===== src/rtl/pipeline_stall_controller_if.sv =====
// rtl/pipeline_stall_controller_if.sv - hazard/control bundle between pipeline and stall controller
//
// Purpose: groups the hazard inputs, pipeline control outputs, status and
// performance counters of pipeline_stall_controller into one bundle.
// Signals:
//   StallReq, BranchTaken, JumpTaken, MemBusy      hazard/redirect inputs (driven by master)
//   PCWrite, IFIDWrite, IFIDFlush, IDEXBubble,
//   PipeHold                                       pipeline controls (driven by slave)
//   State[1:0], StallTimeout                       status (driven by slave)
//   StallCycles[15:0], FlushCount[15:0]            performance counters (driven by slave)
// Modports: master = pipeline/hazard side, slave = stall controller.

interface pipeline_stall_controller_if;
  logic        StallReq;
  logic        BranchTaken;
  logic        JumpTaken;
  logic        MemBusy;

  logic        PCWrite;
  logic        IFIDWrite;
  logic        IFIDFlush;
  logic        IDEXBubble;
  logic        PipeHold;
  logic [1:0]  State;
  logic        StallTimeout;
  logic [15:0] StallCycles;
  logic [15:0] FlushCount;

  modport master (
    output StallReq, BranchTaken, JumpTaken, MemBusy,
    input  PCWrite, IFIDWrite, IFIDFlush, IDEXBubble, PipeHold,
    input  State, StallTimeout, StallCycles, FlushCount
  );

  modport slave (
    input  StallReq, BranchTaken, JumpTaken, MemBusy,
    output PCWrite, IFIDWrite, IFIDFlush, IDEXBubble, PipeHold,
    output State, StallTimeout, StallCycles, FlushCount
  );
endinterface


===== src/rtl/pipeline_stall_controller.sv =====
// rtl/pipeline_stall_controller.sv - pipeline stall / flush / freeze controller
//
// Purpose: decides every cycle whether the in-order pipeline runs, inserts a
// hazard bubble, flushes IF/ID after a taken branch/jump, or freezes entirely
// while data memory is busy. Control outputs are combinational from the
// current inputs and the registered state (priority Rst > MemBusy > StallReq
// > flush > normal).
// Ports:
//   Clk            sole clock, rising edge
//   Rst            synchronous, active-high reset
//   bus (slave)    StallReq/BranchTaken/JumpTaken/MemBusy in;
//                  PCWrite/IFIDWrite/IFIDFlush/IDEXBubble/PipeHold,
//                  State (00 RUN, 01 STALL, 10 MEMWAIT), StallTimeout,
//                  StallCycles/FlushCount out
// Parameter:
//   MAX_STALL      consecutive hazard-stall cycles that raise StallTimeout (2..7)
// Configuration macro:
//   STALL_COUNTERS_EN  when defined, StallCycles/FlushCount count saturating
//                      at 16'hFFFF; when undefined they read constant 0.

module pipeline_stall_controller #(
  parameter int MAX_STALL = 4
) (
  input  logic                        Clk,
  input  logic                        Rst,
  pipeline_stall_controller_if.slave  bus
);

  typedef enum logic [1:0] {
    RUN     = 2'b00,
    STALL   = 2'b01,
    MEMWAIT = 2'b10
  } stateT;

  localparam logic [2:0] STALL_LIMIT = 3'(MAX_STALL - 1);

  stateT      state, stateNext;
  logic       pendingFlush, pendingFlushNext;
  logic [2:0] stallRun, stallRunNext;
  logic       stallTimeout, stallTimeoutNext;

  logic       anyRedirect;
  logic       hazardCycle;
  logic       flushCycle;

  logic       pcWrite;
  logic       ifidWrite;
  logic       ifidFlush;
  logic       idexBubble;
  logic       pipeHold;

  // State register and sticky bookkeeping
  always_ff @(posedge Clk) begin
    if (Rst) begin
      state        <= RUN;
      pendingFlush <= 1'b0;
      stallRun     <= 3'd0;
      stallTimeout <= 1'b0;
    end else begin
      state        <= stateNext;
      pendingFlush <= pendingFlushNext;
      stallRun     <= stallRunNext;
      stallTimeout <= stallTimeoutNext;
    end
  end

  // Next-state and pipeline control decode
  always_comb begin
    anyRedirect      = bus.BranchTaken | bus.JumpTaken;
    hazardCycle      = 1'b0;
    flushCycle       = 1'b0;

    pcWrite          = 1'b1;
    ifidWrite        = 1'b1;
    ifidFlush        = 1'b0;
    idexBubble       = 1'b0;
    pipeHold         = 1'b0;

    stateNext        = RUN;
    pendingFlushNext = pendingFlush;
    stallRunNext     = 3'd0;
    stallTimeoutNext = stallTimeout;

    if (Rst) begin
      // Reset drains the front end: IF/ID to NOP and a bubble into ID/EX.
      pcWrite    = 1'b0;
      ifidWrite  = 1'b0;
      ifidFlush  = 1'b1;
      idexBubble = 1'b1;
    end else if (bus.MemBusy) begin
      // Whole pipeline frozen. A redirect seen now cannot be applied yet
      // (IF/ID is frozen too), so remember it for the first free cycle.
      pcWrite      = 1'b0;
      ifidWrite    = 1'b0;
      pipeHold     = 1'b1;
      stateNext    = MEMWAIT;
      stallRunNext = stallRun;
      if (anyRedirect) begin
        pendingFlushNext = 1'b1;
      end
    end else if (bus.StallReq) begin
      // Operands of the branch are not ready, so BranchTaken/JumpTaken are
      // not trustworthy this cycle and are deliberately ignored.
      hazardCycle  = 1'b1;
      pcWrite      = 1'b0;
      ifidWrite    = 1'b0;
      idexBubble   = 1'b1;
      stateNext    = STALL;
      // Saturate so a very long stall never wraps back into the window.
      stallRunNext = (stallRun == 3'd7) ? stallRun : stallRun + 3'd1;
      if (stallRun == STALL_LIMIT) begin
        stallTimeoutNext = 1'b1;
      end
    end else if (anyRedirect || pendingFlush) begin
      // Branch and jump together still cost exactly one flush.
      flushCycle = 1'b1;
      ifidFlush  = 1'b1;
    end

    if (flushCycle) begin
      pendingFlushNext = 1'b0;
    end
  end

  assign bus.PCWrite      = pcWrite;
  assign bus.IFIDWrite    = ifidWrite;
  assign bus.IFIDFlush    = ifidFlush;
  assign bus.IDEXBubble   = idexBubble;
  assign bus.PipeHold     = pipeHold;
  assign bus.State        = state;
  assign bus.StallTimeout = stallTimeout;

`ifdef STALL_COUNTERS_EN
  logic [15:0] stallCycles;
  logic [15:0] flushCount;

  always_ff @(posedge Clk) begin
    if (Rst) begin
      stallCycles <= 16'd0;
      flushCount  <= 16'd0;
    end else begin
      if (hazardCycle && (stallCycles != 16'hFFFF)) begin
        stallCycles <= stallCycles + 16'd1;
      end
      if (flushCycle && (flushCount != 16'hFFFF)) begin
        flushCount <= flushCount + 16'd1;
      end
    end
  end

  assign bus.StallCycles = stallCycles;
  assign bus.FlushCount  = flushCount;
`else
  assign bus.StallCycles = 16'd0;
  assign bus.FlushCount  = 16'd0;
`endif

endmodule


===== src/flat_wrapper.sv =====
// flat-port wrapper written by rule: the top's interface ports become plain ports
module pipeline_stall_controller_flat 
#(
  parameter int MAX_STALL = 4
)
  (Clk, Rst, bus_StallReq, bus_BranchTaken, bus_JumpTaken, bus_MemBusy, bus_PCWrite, bus_IFIDWrite, bus_IFIDFlush, bus_IDEXBubble, bus_PipeHold, bus_State, bus_StallTimeout, bus_StallCycles, bus_FlushCount);
  pipeline_stall_controller_if bus_i ();
  input  logic Clk;
  input  logic Rst;
  input wire logic [$bits(bus_i.StallReq)-1:0] bus_StallReq;
  input wire logic [$bits(bus_i.BranchTaken)-1:0] bus_BranchTaken;
  input wire logic [$bits(bus_i.JumpTaken)-1:0] bus_JumpTaken;
  input wire logic [$bits(bus_i.MemBusy)-1:0] bus_MemBusy;
  output wire logic [$bits(bus_i.PCWrite)-1:0] bus_PCWrite;
  output wire logic [$bits(bus_i.IFIDWrite)-1:0] bus_IFIDWrite;
  output wire logic [$bits(bus_i.IFIDFlush)-1:0] bus_IFIDFlush;
  output wire logic [$bits(bus_i.IDEXBubble)-1:0] bus_IDEXBubble;
  output wire logic [$bits(bus_i.PipeHold)-1:0] bus_PipeHold;
  output wire logic [$bits(bus_i.State)-1:0] bus_State;
  output wire logic [$bits(bus_i.StallTimeout)-1:0] bus_StallTimeout;
  output wire logic [$bits(bus_i.StallCycles)-1:0] bus_StallCycles;
  output wire logic [$bits(bus_i.FlushCount)-1:0] bus_FlushCount;
  assign bus_i.StallReq = bus_StallReq;
  assign bus_i.BranchTaken = bus_BranchTaken;
  assign bus_i.JumpTaken = bus_JumpTaken;
  assign bus_i.MemBusy = bus_MemBusy;
  assign bus_PCWrite = bus_i.PCWrite;
  assign bus_IFIDWrite = bus_i.IFIDWrite;
  assign bus_IFIDFlush = bus_i.IFIDFlush;
  assign bus_IDEXBubble = bus_i.IDEXBubble;
  assign bus_PipeHold = bus_i.PipeHold;
  assign bus_State = bus_i.State;
  assign bus_StallTimeout = bus_i.StallTimeout;
  assign bus_StallCycles = bus_i.StallCycles;
  assign bus_FlushCount = bus_i.FlushCount;
  pipeline_stall_controller #(.MAX_STALL(MAX_STALL)) u_core (.Clk(Clk), .Rst(Rst), .bus(bus_i));
endmodule

===== config.mk =====
export PLATFORM = sky130hd
export DESIGN_NAME = pipeline_stall_controller_flat
export DESIGN_NICKNAME = d
export VERILOG_FILES = /design/src/rtl/pipeline_stall_controller_if.sv /design/src/rtl/pipeline_stall_controller.sv /design/src/flat_wrapper.sv
export SDC_FILE = /design/constraint.sdc
export NUM_CORES = 1
export LEC_CHECK = 0
export CAP_MARGIN = 20
export CORE_MARGIN = 5
export CORE_UTILIZATION = 33
export DETAILED_ROUTE_END_ITERATION = 6
export HOLD_SLACK_MARGIN = 0.12
export PLACE_DENSITY = 0.86
export SETUP_SLACK_MARGIN = 0.15
export SYNTH_ARGS = -nofsm -noshare
export SYNTH_HDL_FRONTEND = slang
export SYNTH_SLANG_ARGS = --single-unit

===== constraint.sdc =====
create_clock -name Clk -period 1.7 [get_ports Clk]
set_input_delay 0.425 -clock Clk [delete_from_list [all_inputs] [get_ports Clk]]
set_output_delay 0.425 -clock Clk [all_outputs]
set_load 0.005 [all_outputs]

==> impl_metrics.csv <==
group,metric,value,unit
layout,final_common_cell,"conb_1",
layout,area_growth,18.2,%
grt,grt_pass1_wl,1560,um
floorplan,io_pins,46,
floorplan,initial_utilization,34.6,%
clock_network,holdBufCountCts,0,
timing,fin_crit,1530,ps
timing,final_hold_viol_count,0,
floorplan,dieArea,0.00276,mm2
floorplan,rows,15,
setup_path,end_kind,"output port",
layout,register_area,143,um2
timing,slew_violations,0,
drt,ant_nets,0,
setup_path,cp.arrival,1110,ps
timing,max_freq,653,MHz
grt,first_global_vias,377,
drt,vias,432,
timing,setup_ws,169,ps
setup_path,critPathRequiredTime,1270,ps
drt,drt_iter0_drc,6,
floorplan,die_height,52.6,um
clock_network,cts_buffers,3,
place,place_ws,-532,ps
drt,viasPerCell,3.79,
clock_network,htree_levels,1,
timing,rsz0062_at_grt,"true",
power,comb_power_share,19.6,%
setup_path,critPathKind,"input port to output port",
clock_network,clk_latency,250,ps
power,p_seq_share,43.3,%
timing,post-route-period-util,90.0,%
timing,finalSetupTns,0,ps
clock_network,cts.sinks,7,
logic_synthesis,synth_seq_cells,7,
layout,final_core_utilization,40.9,%
setup_path,crit_path_start_kind,"input port",
drt,drt_first_pass_iters,4,
power,p_int,0.000294,W
power,power.density,570,mW/mm2
logic_synthesis,synth_warnings,0,
clock_network,clockRootBuffer,"clkbuf_4",
layout,fin_nets,99,
drt,post_drt_wl_per_cell,10.4,um
layout,mostFrequentLayoutCells,"32 x conb_1, 5 x dfxtp_1, 4 x inv_1, 4 x dlygate4sd2_1, 4 x buf_4",
timing,setup_viol,0,
grt,grt_max_degree,10,
power,ir_drop,0.230,mV
timing,fin_worst_skew,0.960,ps
place,io_buffers,13,
power,p_sw,0.000109,W
setup_path,worstPathMaxFanout,5,
clock_network,clockBufferDepth,2,
layout,num_antenna_cells,0,
logic_synthesis,yosysUniqueCellTypes,22,
power,swShare,27.1,%
worst_hold_path,hp-class,"flip-flop to flip-flop",
floorplan,coreArea,0.00173,mm2
layout,num-fill-cells,195,
power,p_clk_share,37.1,%
setup_path,reg2reg_slack,230,ps
logic_synthesis,syn_inst,72,
place,place_congestion,0.652,
grt,grt_antenna_before_repair,0,
power,power_leakage,0.333,nW
drt,wirelength,1190,um
drt,drc_errors,0,
grt,grt.total_usage,8.36,%
clock_network,clk_transition_reported_paths,50,ps
layout,multi_input_area,349,um2
floorplan,die_x,52.6,um
clock_network,cts_tree,"done",
place,dpl.hpwl,916,um
grt,overflow,0,
job,drv_cap,0,
logic_synthesis,yosysSeqAreaShare,23.4,%
layout,drive_gt1_share,22.5,%
run_status,status,"completed",
logic_synthesis,syn_area,598,um2
logic_synthesis,synth.avg_cell_area,8.31,um2
[registers in the layout, summed over array words and instances, names as in the netlist]
name / flops
u_core.bus.State: 2
u_core.stallRun: 3
u_core.bus.StallTimeout: 1
u_core.pendingFlush: 1
[cell usage after synthesis (all sizes together)]
cell    count  share of area, %
nor2b       2               2.1
nor2        1              0.63
nand2b      2               2.1
dfxtp       7                23
or2b        1               1.3
o22ai       1               1.0
o32ai       2               2.9
o31ai       1               1.3
o21ai       2               1.7
buf        34                43
or3b        1               1.5
clkbuf      1              0.63
a21oi       3               2.5
or4b        1               1.7
nand2       1              0.63
nor3        2               1.7
or2         1               1.0
nand3b      1               1.3
conb        1              0.63
inv         4               2.5
ha          3               6.3
[metrics by stage]
| step | area (um2) | hold WS [ps] | power [W] | std cells |
|---|---|---|---|---|
| 2_1_floorplan | 714 | 442 | 0.000271 | 103 |
| 3_3_place_gp | 636 | 435 | 0.000252 | 109 |
| 3_5_place_dp | 636 | 447 | 0.000256 | 109 |
| 4_1_cts | 667 | 454 | 0.000401 | 113 |
| 5_1_grt | 707 | 503 | 0.000428 | 114 |
| 6_report | 707 | 449 | 0.000403 | 114 |
[power by group through the flow]
| stage | Clock (W) | Combinational [W] | Sequential (W) |
|---|---|---|---|
| 2_1_floorplan | 0 | 0.0000952 | 0.000176 |
| 3_3_place_gp | 0 | 0.0000763 | 0.000176 |
| 3_5_place_dp | 0 | 0.0000790 | 0.000177 |
| 4_1_cts | 0.000155 | 0.0000726 | 0.000173 |
| 5_1_grt | 0.000164 | 0.0000884 | 0.000175 |
| 6_report | 0.000149 | 0.0000791 | 0.000175 |
[layer usage]
metal / vias to the layer above / wire length [um] / GRT usage [%]
li1: 204 / - / -
met1: 195 / 352 / 7.00
met2: 29 / 630 / 14.3
met3: 4 / 176 / 4.27
met4: 0 / 29 / 7.23
met5: - / 0 / 0
[logic make-up after synthesis]
kind of cell / share of synthesized area [%]
other: 0.627
AND/OR/NAND/NOR: 13.8
flip-flops: 23.4
adder cells (fa/ha/maj): 6.28
AO/OA/AOI/OAI: 9.42
buffers and inverters: 46.4
[path summary, 6_finish.rpt]
| kind | from | end | cells past startpoint |
|---|---|---|---|
| max reg2reg | u_core.stallRun[0]$_SDFFE_PP0P_ | u_core.stallRun[2]$_SDFFE_PP0P_ | 4 |
| max | bus_StallReq | bus_IDEXBubble | 4 |
| min reg2reg | u_core.bus.StallTimeout$_SDFFE_PP0P_ | u_core.bus.StallTimeout$_SDFFE_PP0P_ | 2 |
| min | u_core.bus.StallTimeout$_SDFFE_PP0P_ | u_core.bus.StallTimeout$_SDFFE_PP0P_ | 2 |
[what timing repair did]
action                                  in CTS  in global routing
endpoints found under the setup margin       6                  4
buffers inserted                             0                  1
gates resized for setup                     26                  7
pin swaps                                    2                  3
[critical path, cell delays in order]
cell	delay, ps
buf_2	130
or2b_1	250
nand2_1	70
dlygate4sd2_1	230
[cell type report]
type | instances | area share (%)
clock buffer | 4 | 3.72
multi-input combinational | 57 | 49.4
inverter | 4 | 2.12
sequential | 7 | 20.2
timing repair buffer | 17 | 20.2
tap | 25 | 4.42
No activity file was read; power rests on OpenSTA's default activity.
